`config.mk`:
```
export PLATFORM = sky130hd
export DESIGN_NAME = uart_tx_buffered
export DESIGN_NICKNAME = d
export VERILOG_FILES = /design/src/rtl/uart_tx_buffered.sv
export SDC_FILE = /design/constraint.sdc
export NUM_CORES = 1
export LEC_CHECK = 0
export ABC_AREA = 1
export CAP_MARGIN = 40
export CORE_MARGIN = 10
export CORE_UTILIZATION = 40
export CTS_CLUSTER_SIZE = 28
export DETAILED_ROUTE_END_ITERATION = 10
export SLEW_MARGIN = 0
export SYNTH_ARGS = -nofsm -noshare
export SYNTH_HDL_FRONTEND = slang
export SYNTH_SLANG_ARGS = --single-unit
```
`constraint.sdc`:
```
create_clock -name clk -period 2.1 [get_ports clk]
set_input_delay 0.42 -clock clk [delete_from_list [all_inputs] [get_ports clk]]
set_output_delay 0.42 -clock clk [all_outputs]
set_load 0.02 [all_outputs]
```
`src/rtl/uart_tx_buffered.sv`:
```
// rtl/uart_tx_buffered.sv - buffered UART transmitter with transmit FIFO and valid/ready input
//
// Ports:
//   clk         system clock
//   rst_n       synchronous active-low reset
//   data        word to enqueue (DataBits wide)
//   valid       data is valid this cycle
//   ready       FIFO can accept; a word transfers when valid && ready at posedge
//   tx          registered UART line, idle high
//   busy        high while the FIFO holds words or a frame is on the line
//   fifo_count  FIFO occupancy, not counting the word in the shifter

module uart_tx_buffered #(
   parameter int ClockFrequencyHz = 66_000_000,
   parameter int BaudRate         = 9600,
   parameter int DataBits         = 8,
   parameter int Parity           = 0,
   parameter int StopBits         = 1,
   parameter int FifoDepth        = 4
) (
   input  logic                         clk,
   input  logic                         rst_n,
   input  logic [DataBits-1:0]          data,
   input  logic                         valid,
   output logic                         ready,
   output logic                         tx,
   output logic                         busy,
   output logic [$clog2(FifoDepth):0]   fifo_count
);

   localparam int BIT_TIME = ClockFrequencyHz / BaudRate;
   localparam int CNT_W    = $clog2(BIT_TIME);
   localparam int AW       = $clog2(FifoDepth);
   localparam int PW       = AW + 1;
   localparam int IDX_W    = $clog2(DataBits);

   localparam logic [CNT_W-1:0] BIT_LAST  = CNT_W'(BIT_TIME - 1);
   localparam logic [IDX_W-1:0] DATA_LAST = IDX_W'(DataBits - 1);
   localparam logic             STOP_LAST = (StopBits == 2);
   localparam logic             PAR_ODD   = (Parity == 2);
   localparam logic             HAS_PAR   = (Parity != 0);

   if (BIT_TIME < 2) begin : g_chk_bit_time
      $error("uart_tx_buffered: ClockFrequencyHz / BaudRate must be >= 2");
   end
   if (DataBits < 5 || DataBits > 9) begin : g_chk_data_bits
      $error("uart_tx_buffered: DataBits must be 5..9");
   end
   if (Parity < 0 || Parity > 2) begin : g_chk_parity
      $error("uart_tx_buffered: Parity must be 0, 1 or 2");
   end
   if (StopBits != 1 && StopBits != 2) begin : g_chk_stop_bits
      $error("uart_tx_buffered: StopBits must be 1 or 2");
   end
   if (FifoDepth < 2 || (FifoDepth & (FifoDepth - 1)) != 0) begin : g_chk_depth
      $error("uart_tx_buffered: FifoDepth must be a power of two >= 2");
   end

   // ------------------------------------------------------------------
   // Transmit FIFO. Pointers carry one extra MSB so full and empty are
   // distinguishable when the index bits match.
   // ------------------------------------------------------------------
   logic [DataBits-1:0] mem [FifoDepth];
   logic [PW-1:0]       wr_ptr;
   logic [PW-1:0]       rd_ptr;
   logic                empty;
   logic                full;
   logic                push;
   logic                pop;
   logic [DataBits-1:0] head;

   assign empty      = (wr_ptr == rd_ptr);
   assign full       = (wr_ptr[AW-1:0] == rd_ptr[AW-1:0]) && (wr_ptr[AW] != rd_ptr[AW]);
   // ready looks only at the pointers: a pop in the same cycle does not
   // open a slot for a write until the following cycle.
   assign ready      = !full;
   assign push       = valid && ready;
   assign head       = mem[rd_ptr[AW-1:0]];
   assign fifo_count = wr_ptr - rd_ptr;

   always_ff @(posedge clk) begin
      if (!rst_n) begin
         wr_ptr <= '0;
         rd_ptr <= '0;
      end else begin
         if (push) begin
            wr_ptr <= wr_ptr + PW'(1);
         end
         if (pop) begin
            rd_ptr <= rd_ptr + PW'(1);
         end
      end
   end

   always_ff @(posedge clk) begin
      if (push) begin
         mem[wr_ptr[AW-1:0]] <= data;
      end
   end

   // ------------------------------------------------------------------
   // Frame sequencer
   // ------------------------------------------------------------------
   typedef enum logic [2:0] {
      S_IDLE,
      S_START,
      S_DATA,
      S_PARITY,
      S_STOP
   } state_t;

   state_t              state;
   logic [DataBits-1:0] shift;
   logic                parity_bit;
   logic [CNT_W-1:0]    bit_cnt;
   logic [IDX_W-1:0]    data_idx;
   logic                stop_idx;
   logic                stop_done;
   logic                line_bit;

   // Last cycle of the last stop bit: the next word is loaded here so the
   // following start bit begins without an idle cycle.
   assign stop_done = (state == S_STOP) && (bit_cnt == '0) && (stop_idx == STOP_LAST);
   assign pop       = !empty && ((state == S_IDLE) || stop_done);

   // Line level for the current state; tx registers it one cycle later,
   // so tx lags the state by exactly one clock.
   always_comb begin
      line_bit = 1'b1;
      case (state)
         S_START:  line_bit = 1'b0;
         S_DATA:   line_bit = shift[0];
         S_PARITY: line_bit = parity_bit;
         default:  line_bit = 1'b1;
      endcase
   end

   always_ff @(posedge clk) begin
      if (!rst_n) begin
         state      <= S_IDLE;
         tx         <= 1'b1;
         busy       <= 1'b0;
         shift      <= '0;
         parity_bit <= 1'b0;
         bit_cnt    <= '0;
         data_idx   <= '0;
         stop_idx   <= 1'b0;
      end else begin
         tx <= line_bit;
         // Registered from the pre-edge state, so busy drops in the same
         // cycle the delayed tx finishes its final stop bit.
         busy <= (state != S_IDLE) || !empty;

         if (pop) begin
            shift      <= head;
            parity_bit <= (^head) ^ PAR_ODD;
            bit_cnt    <= BIT_LAST;
            state      <= S_START;
         end else begin
            case (state)
               S_START: begin
                  if (bit_cnt == '0) begin
                     bit_cnt  <= BIT_LAST;
                     data_idx <= '0;
                     state    <= S_DATA;
                  end else begin
                     bit_cnt <= bit_cnt - CNT_W'(1);
                  end
               end
               S_DATA: begin
                  if (bit_cnt == '0) begin
                     bit_cnt <= BIT_LAST;
                     shift   <= shift >> 1;
                     if (data_idx == DATA_LAST) begin
                        stop_idx <= 1'b0;
                        state    <= HAS_PAR ? S_PARITY : S_STOP;
                     end else begin
                        data_idx <= data_idx + IDX_W'(1);
                     end
                  end else begin
                     bit_cnt <= bit_cnt - CNT_W'(1);
                  end
               end
               S_PARITY: begin
                  if (bit_cnt == '0) begin
                     bit_cnt  <= BIT_LAST;
                     stop_idx <= 1'b0;
                     state    <= S_STOP;
                  end else begin
                     bit_cnt <= bit_cnt - CNT_W'(1);
                  end
               end
               S_STOP: begin
                  if (bit_cnt == '0) begin
                     if (stop_idx == STOP_LAST) begin
                        state <= S_IDLE;
                     end else begin
                        stop_idx <= 1'b1;
                        bit_cnt  <= BIT_LAST;
                     end
                  end else begin
                     bit_cnt <= bit_cnt - CNT_W'(1);
                  end
               end
               default: state <= S_IDLE;
            endcase
         end
      end
   end

endmodule

```
==> metrics, run 1 <==
worst skew pair latency 340 ps; power share of the clock group 17.8%; Leakage 1.72 nW; top cell type by total area after synthesis edfxtp_1; sw power between 2 and 2.5 mW; input/output buffers 16; critical path peak fanout 2; Achievable Freq 494 MHz; Rows 33; first-pass GRT wire length 11.8 mm; top cells by area, synth edfxtp_1, dfxtp_1, nand2_1; area grow syn2layout 16.2%; wire per inst approximately 12 µm; CTS tree done; Final setup viols 0; Cell Area, Synth roughly 3400 µm²; critical path capture point type primary output; actual slew at the worst max-slew pin ~440 ps; pin count of the biggest net entering global routing 19; Worst EP arrival 1600 ps; Longest Clk Path Bufs 2; clock-pin slew on the worst setup and hold paths 70 ps; top-area cell type share of the netlist area 28.0%; final core utilization 48.1%; width of the die 113 µm; n_diodes 0; Final Net Count approximately 470; final hold violations 0; H-tree depth 3; Yosys warnings 0; die area around 13000 µm²; Cells after Synth 415; GR Util All Layers 11.0%; Die Y ~110 µm; post-synthesis sequential area ratio 50.1%; # clock sinks 70; crit path kind flop to primary output; layout filler cell count ~800; Post-Syn Nets 437; Placer Congestion between 0.7 and 0.8; vias per cell 4.89; initial antenna violation count 0; Initial Utilization 41.4%; maximum vdd drop 825 µV; Worst Path Required 1680 ps; core area 8300 µm²; synthesized area per cell between 8 and 9 µm²; Multi-input gate area roughly 1500 µm²; vias in the first global route 2587; FFs w/ async S/R, synth 0%; Antenna Nets Post-Route 0; sequential share of power 33.3%; layout cell share with drive strength beyond 1 13.1%; Switching Fraction 42.8%; max_slew headroom between 70% and 80%; Final Cell Area 3990 µm²; synthesis-stage register bit count 70; total CTS buffers 9; DR pass1 iterations 4; most frequent cells in the layout nand2_1, inv_1, dfxtp_1, edfxtp_1; # IOs 17; most common cell after layout, fill and taps aside nand2_1; HP Class flop to flop; initial DRC count 125; clock skew slightly above 9 ps; Logic pwr share between 40% and 50%; CP Launch Type flop; Post-route DRC 0; final max-slew violation count 0; PwrDens around 1500 nW/µm²; Hold Buf Count CTS 0; fin crit share between 90% and 100%; status finished clean; Vias 2749; Post-synth EDFFs 32; root buffer cell clkbuf_8; Netlist cell types 39; final wirelength just under 7 mm; Placed Area between 3000 and 4000 µm²; Most used DFF post-synth dfxtp_1; max_cap viols 0; hpwl dp roughly 5 mm; fin crit period 2020 ps; Min Hold Slack 458 ps; Register Area approximately 1700 µm²; gr ovfl total 0; cell-internal power 3.32 mW
cell type report:
type                       instances  area share [%]
sequential                        70            43.2
timing repair buffer              37            7.77
tap                              105            3.29
clock inverter                     5            1.25
clock buffer                      11            3.29
multi-input combinational        293            37.2
inverter                          41            3.98
power by group through the flow:
stage | combinational [mW] | sequential (mW) | clock, mW
2_1_floorplan | 2.18 | 1.92 | 0
3_3_place_gp | 2.82 | 1.95 | 0
3_5_place_dp | 2.86 | 1.96 | 0
4_1_cts | 2.85 | 1.93 | 1.05
5_1_grt | 3.28 | 1.96 | 1.11
6_report | 2.83 | 1.93 | 1.03
worst max-delay path, cell delays in order, from the launching register on:
cell and delay [ps]:
dfxtp_2 330, inv_1 50, ha_2 180, fa_2 510, inv_1 40, buf_4 150
cell usage after synthesis, types with 2 or more instances:
library cell,count
o21ai_1,2
buf_2,3
nand4_1,2
inv_2,2
nand3_1,31
a22oi_1,3
xor2_1,7
a21oi_1,31
o21ai_2,3
o21ai_0,11
edfxtp_1,32
ha_1,10
clkbuf_1,4
nor2_4,2
nand2_1,133
nor2_2,5
nor2_1,27
nor3_1,6
buf_6,2
inv_1,37
dfxtp_1,38
a31oi_1,4
or2_2,2
nand2_2,3
stage by stage:
stage / power [mW] / setup TNS (ps) / setup slack, ps / std cells
2_1_floorplan: 4.09 / 0 / 73.3 / 415
4_1_cts: 5.83 / 0 / 21.4 / 562
3_5_place_dp: 4.82 / -71.3 / -71.3 / 546
6_report: 5.80 / 0 / 77.3 / 562
3_3_place_gp: 4.78 / -37.6 / -37.6 / 546
5_1_grt: 6.35 / -4.95 / -4.95 / 562
timing repair:
item                                    CTS  global route
endpoints found under the setup margin    4             4
setup buffers                             0             0
resized for setup                        12             4
worst paths after layout:
check | start | to | slack [ps] | cells after the start
setup / recovery | wr_ptr[0] | fifo_count[1] | 80 | 5
hold / removal | data_idx[1] | data_idx[1] | 460 | 2
setup reg to reg | bit_cnt[0] | bit_cnt[11] | 200 | 11
hold reg to reg | data_idx[1] | data_idx[1] | 460 | 2
metal layers:
layer | vias up | share of wire, % | global-route usage, %
li1 | 1433 | - | -
met1 | 1265 | 47 | 13.7
met2 | 43 | 47 | 17.9
met3 | 8 | 4.3 | 3.09
met4 | 0 | 1.3 | 3.81
met5 | - | 0 | 0
logic make-up (layout without fill, tap and decap cells):
family | Yosys count | after routing | share of synthesized area, %
AO/OA/AOI/OAI | 59 | 59 | 9.98
adder cells (fa/ha/maj) | 11 | 11 | 4.23
buffers and inverters | 52 | 94 | 6.81
AND/OR/NAND/NOR | 215 | 215 | 26.8
XOR/XNOR | 8 | 8 | 2.04
flip-flops | 70 | 70 | 50.1
registers in the layout (all words and copies together), names as in the netlist, named ones only:
signal / count
mem: 32
bit_cnt: 13
shift: 8
data_idx: 3
rd_ptr: 3
state: 3
wr_ptr: 3
busy: 1
parity_bit: 1
tx: 1
No activity file was read; power rests on OpenSTA's default activity.
==> inputs of run 2 (changes only) <==
- CORE_MARGIN: 10 -> 4
- CTS_CLUSTER_DIAMETER: unset -> 40
==> run 2 against run 1 <==
  * Worst hold slack improved by 1.2 ps
  * Clock power increased by 4%
  * Critical path depth unchanged
  * Register-to-register slack got worse by 30 ps
  * Wire length down 1.4%
  * Non-clock buffer count up 1
  * Combinational power about the same
  * Sequential cell count unchanged
  * Global-route usage increased by 3.4 points
  * Total power grew 0.41%
  * Utilization grew 0.20 points
  * Highest routed layer unchanged
  * Sequential share of layout area decreased by 0.18 points
==> metrics, run 2 (synthesized netlist as in run 1, its figures left out) <==
Achievable Freq 496 MHz (+0.31%); clock skew 13.5 ps (+4.19 ps); Final Net Count 475 (+0.21%); CTS tree done; cell-internal power 3.25 mW (-1.9%); end of the critical path fifo_count[2]; worst r2r dst bit_cnt[9]; root buffer cell clkbuf_8; Crit path largest cell delay 370 ps (-140 ps); most frequent cells in the layout nand2_1, inv_1, dfxtp_1, edfxtp_1; Final setup viols 0 (unchanged); DR pass1 iterations 4 (unchanged); initial antenna violation count 0 (unchanged); worst skew pair latency 350 ps (about the same); Worst EP arrival 1600 ps (about the same); final max-slew violation count 0 (unchanged); maximum vdd drop 639 µV (-23%); layout filler cell count 797 (-0.75%); HP Class flop to flop; setup TNS 0 ps (unchanged); fin crit period 2020 ps (-6.33 ps); sw power 2.57 mW (+3.5%); status finished clean; Vias 2716 (-1.2%); power share of the clock group 18.3% (+0.5 points); unrepaired setup endpoints after global routing yes; input/output buffers 16 (unchanged); PwrDens 1450 nW/µm² (about the same); layout cell share with drive strength beyond 1 13.5% (+0.41 points); Slowest cell on crit path fa_1; GR Util All Layers 14.4% (+3.4 points); critical path peak fanout 2 (unchanged); flop2flop setup slack 170 ps (-30 ps); final wirelength 6.73 mm (-1.4%); Critical Path Source wr_ptr[0]; fin crit share 96.0% (-0.30 points); crit path kind flop to primary output; max_cap viols 0 (unchanged); pin count of the biggest net entering global routing 19 (unchanged); Placed Area 3820 µm² (+0.20%); clock-pin slew on the worst setup and hold paths 90 ps (+20 ps); Initial Utilization 41.4% (unchanged); critical path capture point type primary output; Worst Path Required 1680 ps (about the same); Tot Pwr 5.82 mW (+0.41%); Hold Buf Count CTS 0 (unchanged); Final Cell Area 4010 µm² (+0.41%); Register Area 1720 µm² (unchanged); initial DRC count 171 (+37%); hpwl dp 4.98 mm (+0.56%); first-pass GRT wire length 11.5 mm (-2.5%); Leakage 1.75 nW (+1.3%); core area 8300 µm² (unchanged); Placer Congestion 0.821 (+4.7%); max reg flops 32 (unchanged); max_slew headroom 71.9% (+0.94 points); wire per inst 12.0 µm (-1.6%); Longest Clk Path Bufs 2 (unchanged); n_diodes 0 (unchanged); Multi-input gate area 1480 µm² (-0.51%); die area 10100 µm² (-20%); sequential share of power 33.3% (about the same); width of the die 101 µm (-11%); # IOs 17 (unchanged); # clock sinks 70 (unchanged); area grow syn2layout 16.7%; Switching Fraction 44.1% (+1.3 points); Die Y 101 µm (-11%); gr ovfl total 0 (unchanged); Post-route DRC 0 (unchanged); total CTS buffers 9 (unchanged); H-tree depth 3 (unchanged); worst flop-to-flop path startpoint bit_cnt[0]; most common cell after layout, fill and taps aside nand2_1; Cell Chain, Critical Path inv_1, ha_1, fa_1, xor2_1, buf_4; setup bufs post-CTS 0 (unchanged); final hold violations 0 (unchanged); Logic pwr share 48.3% (-0.6 points); vias per cell 4.82 (-1.4%); Antenna Nets Post-Route 0 (unchanged); r2r worst-path depth 11 (unchanged); actual slew at the worst max-slew pin 421 ps (-14.1 ps); CP Launch Type flop; vias in the first global route 2466 (-4.7%); Rows 33 (unchanged)
run 2: area by class of cell:
type	count	share of cell area, %
inverters	41	3.97
multi-input cells	293	36.9
well taps	105	3.28
clock buffers	9	3.09
repair buffers	38	7.87
flip-flops and latches	70	43.0
clock inverters	7	1.90
run 2: worst min-delay path by stage:
| stage | cells after the start | to | startpoint |
|---|---|---|---|
| 3_5_place_dp | 2 | data_idx[1] | data_idx[1] |
| 2_1_floorplan | 2 | data_idx[1] | data_idx[1] |
| 5_1_grt | 2 | data_idx[1] | data_idx[1] |
| 3_3_place_gp | 2 | data_idx[2] | data_idx[2] |
| 6_report | 2 | data_idx[1] | data_idx[1] |
| 4_1_cts | 2 | data_idx[1] | data_idx[1] |
run 2: routing by layer:
metal  GRT usage [%]  wire length [µm]  vias to the layer above
li1                -                 -                     1441
met1            18.7              3200                     1221
met2            23.4              3180                       48
met3            4.36               283                        6
met4            3.73                73                        0
met5               0                 0                        -
run 2: critical path: cells and delay by family, from the launching register on:
| family | cells | cell delay (ps) |
|---|---|---|
| fa+ha+maj | 2 | 570 |
| flops | 1 | 330 |
| buf+inv | 2 | 200 |
| xor+xnor | 1 | 150 |
run 2: power groups by stage:
stage | Sequential (mW) | Clock, mW | Combinational, mW
6_report | 1.94 | 1.07 | 2.81
3_5_place_dp | 1.97 | 0 | 2.86
4_1_cts | 1.94 | 1.10 | 2.83
2_1_floorplan | 1.92 | 0 | 2.18
5_1_grt | 1.98 | 1.17 | 3.21
3_3_place_gp | 1.96 | 0 | 2.82
run 2: per-stage QoR:
| step | utilization, % | hold slack, ps | std cells | worst slack, ps |
|---|---|---|---|---|
| floorplan | - | 428 | 415 | 73.3 |
| global placement | 46.0 | 441 | 547 | -27.7 |
| detailed placement | 46.0 | 449 | 547 | -26.8 |
| CTS | 48.2 | 463 | 563 | 16.2 |
| global route | 48.3 | 480 | 563 | -6.05 |
| finish | 48.3 | 459 | 563 | 83.7 |
run 2: repair_timing:
| item | in CTS | in global routing |
|---|---|---|
| resized for setup | 10 | 2 |
| pin swaps | 0 | 1 |
| setup endpoints to repair | 4 | 2 |
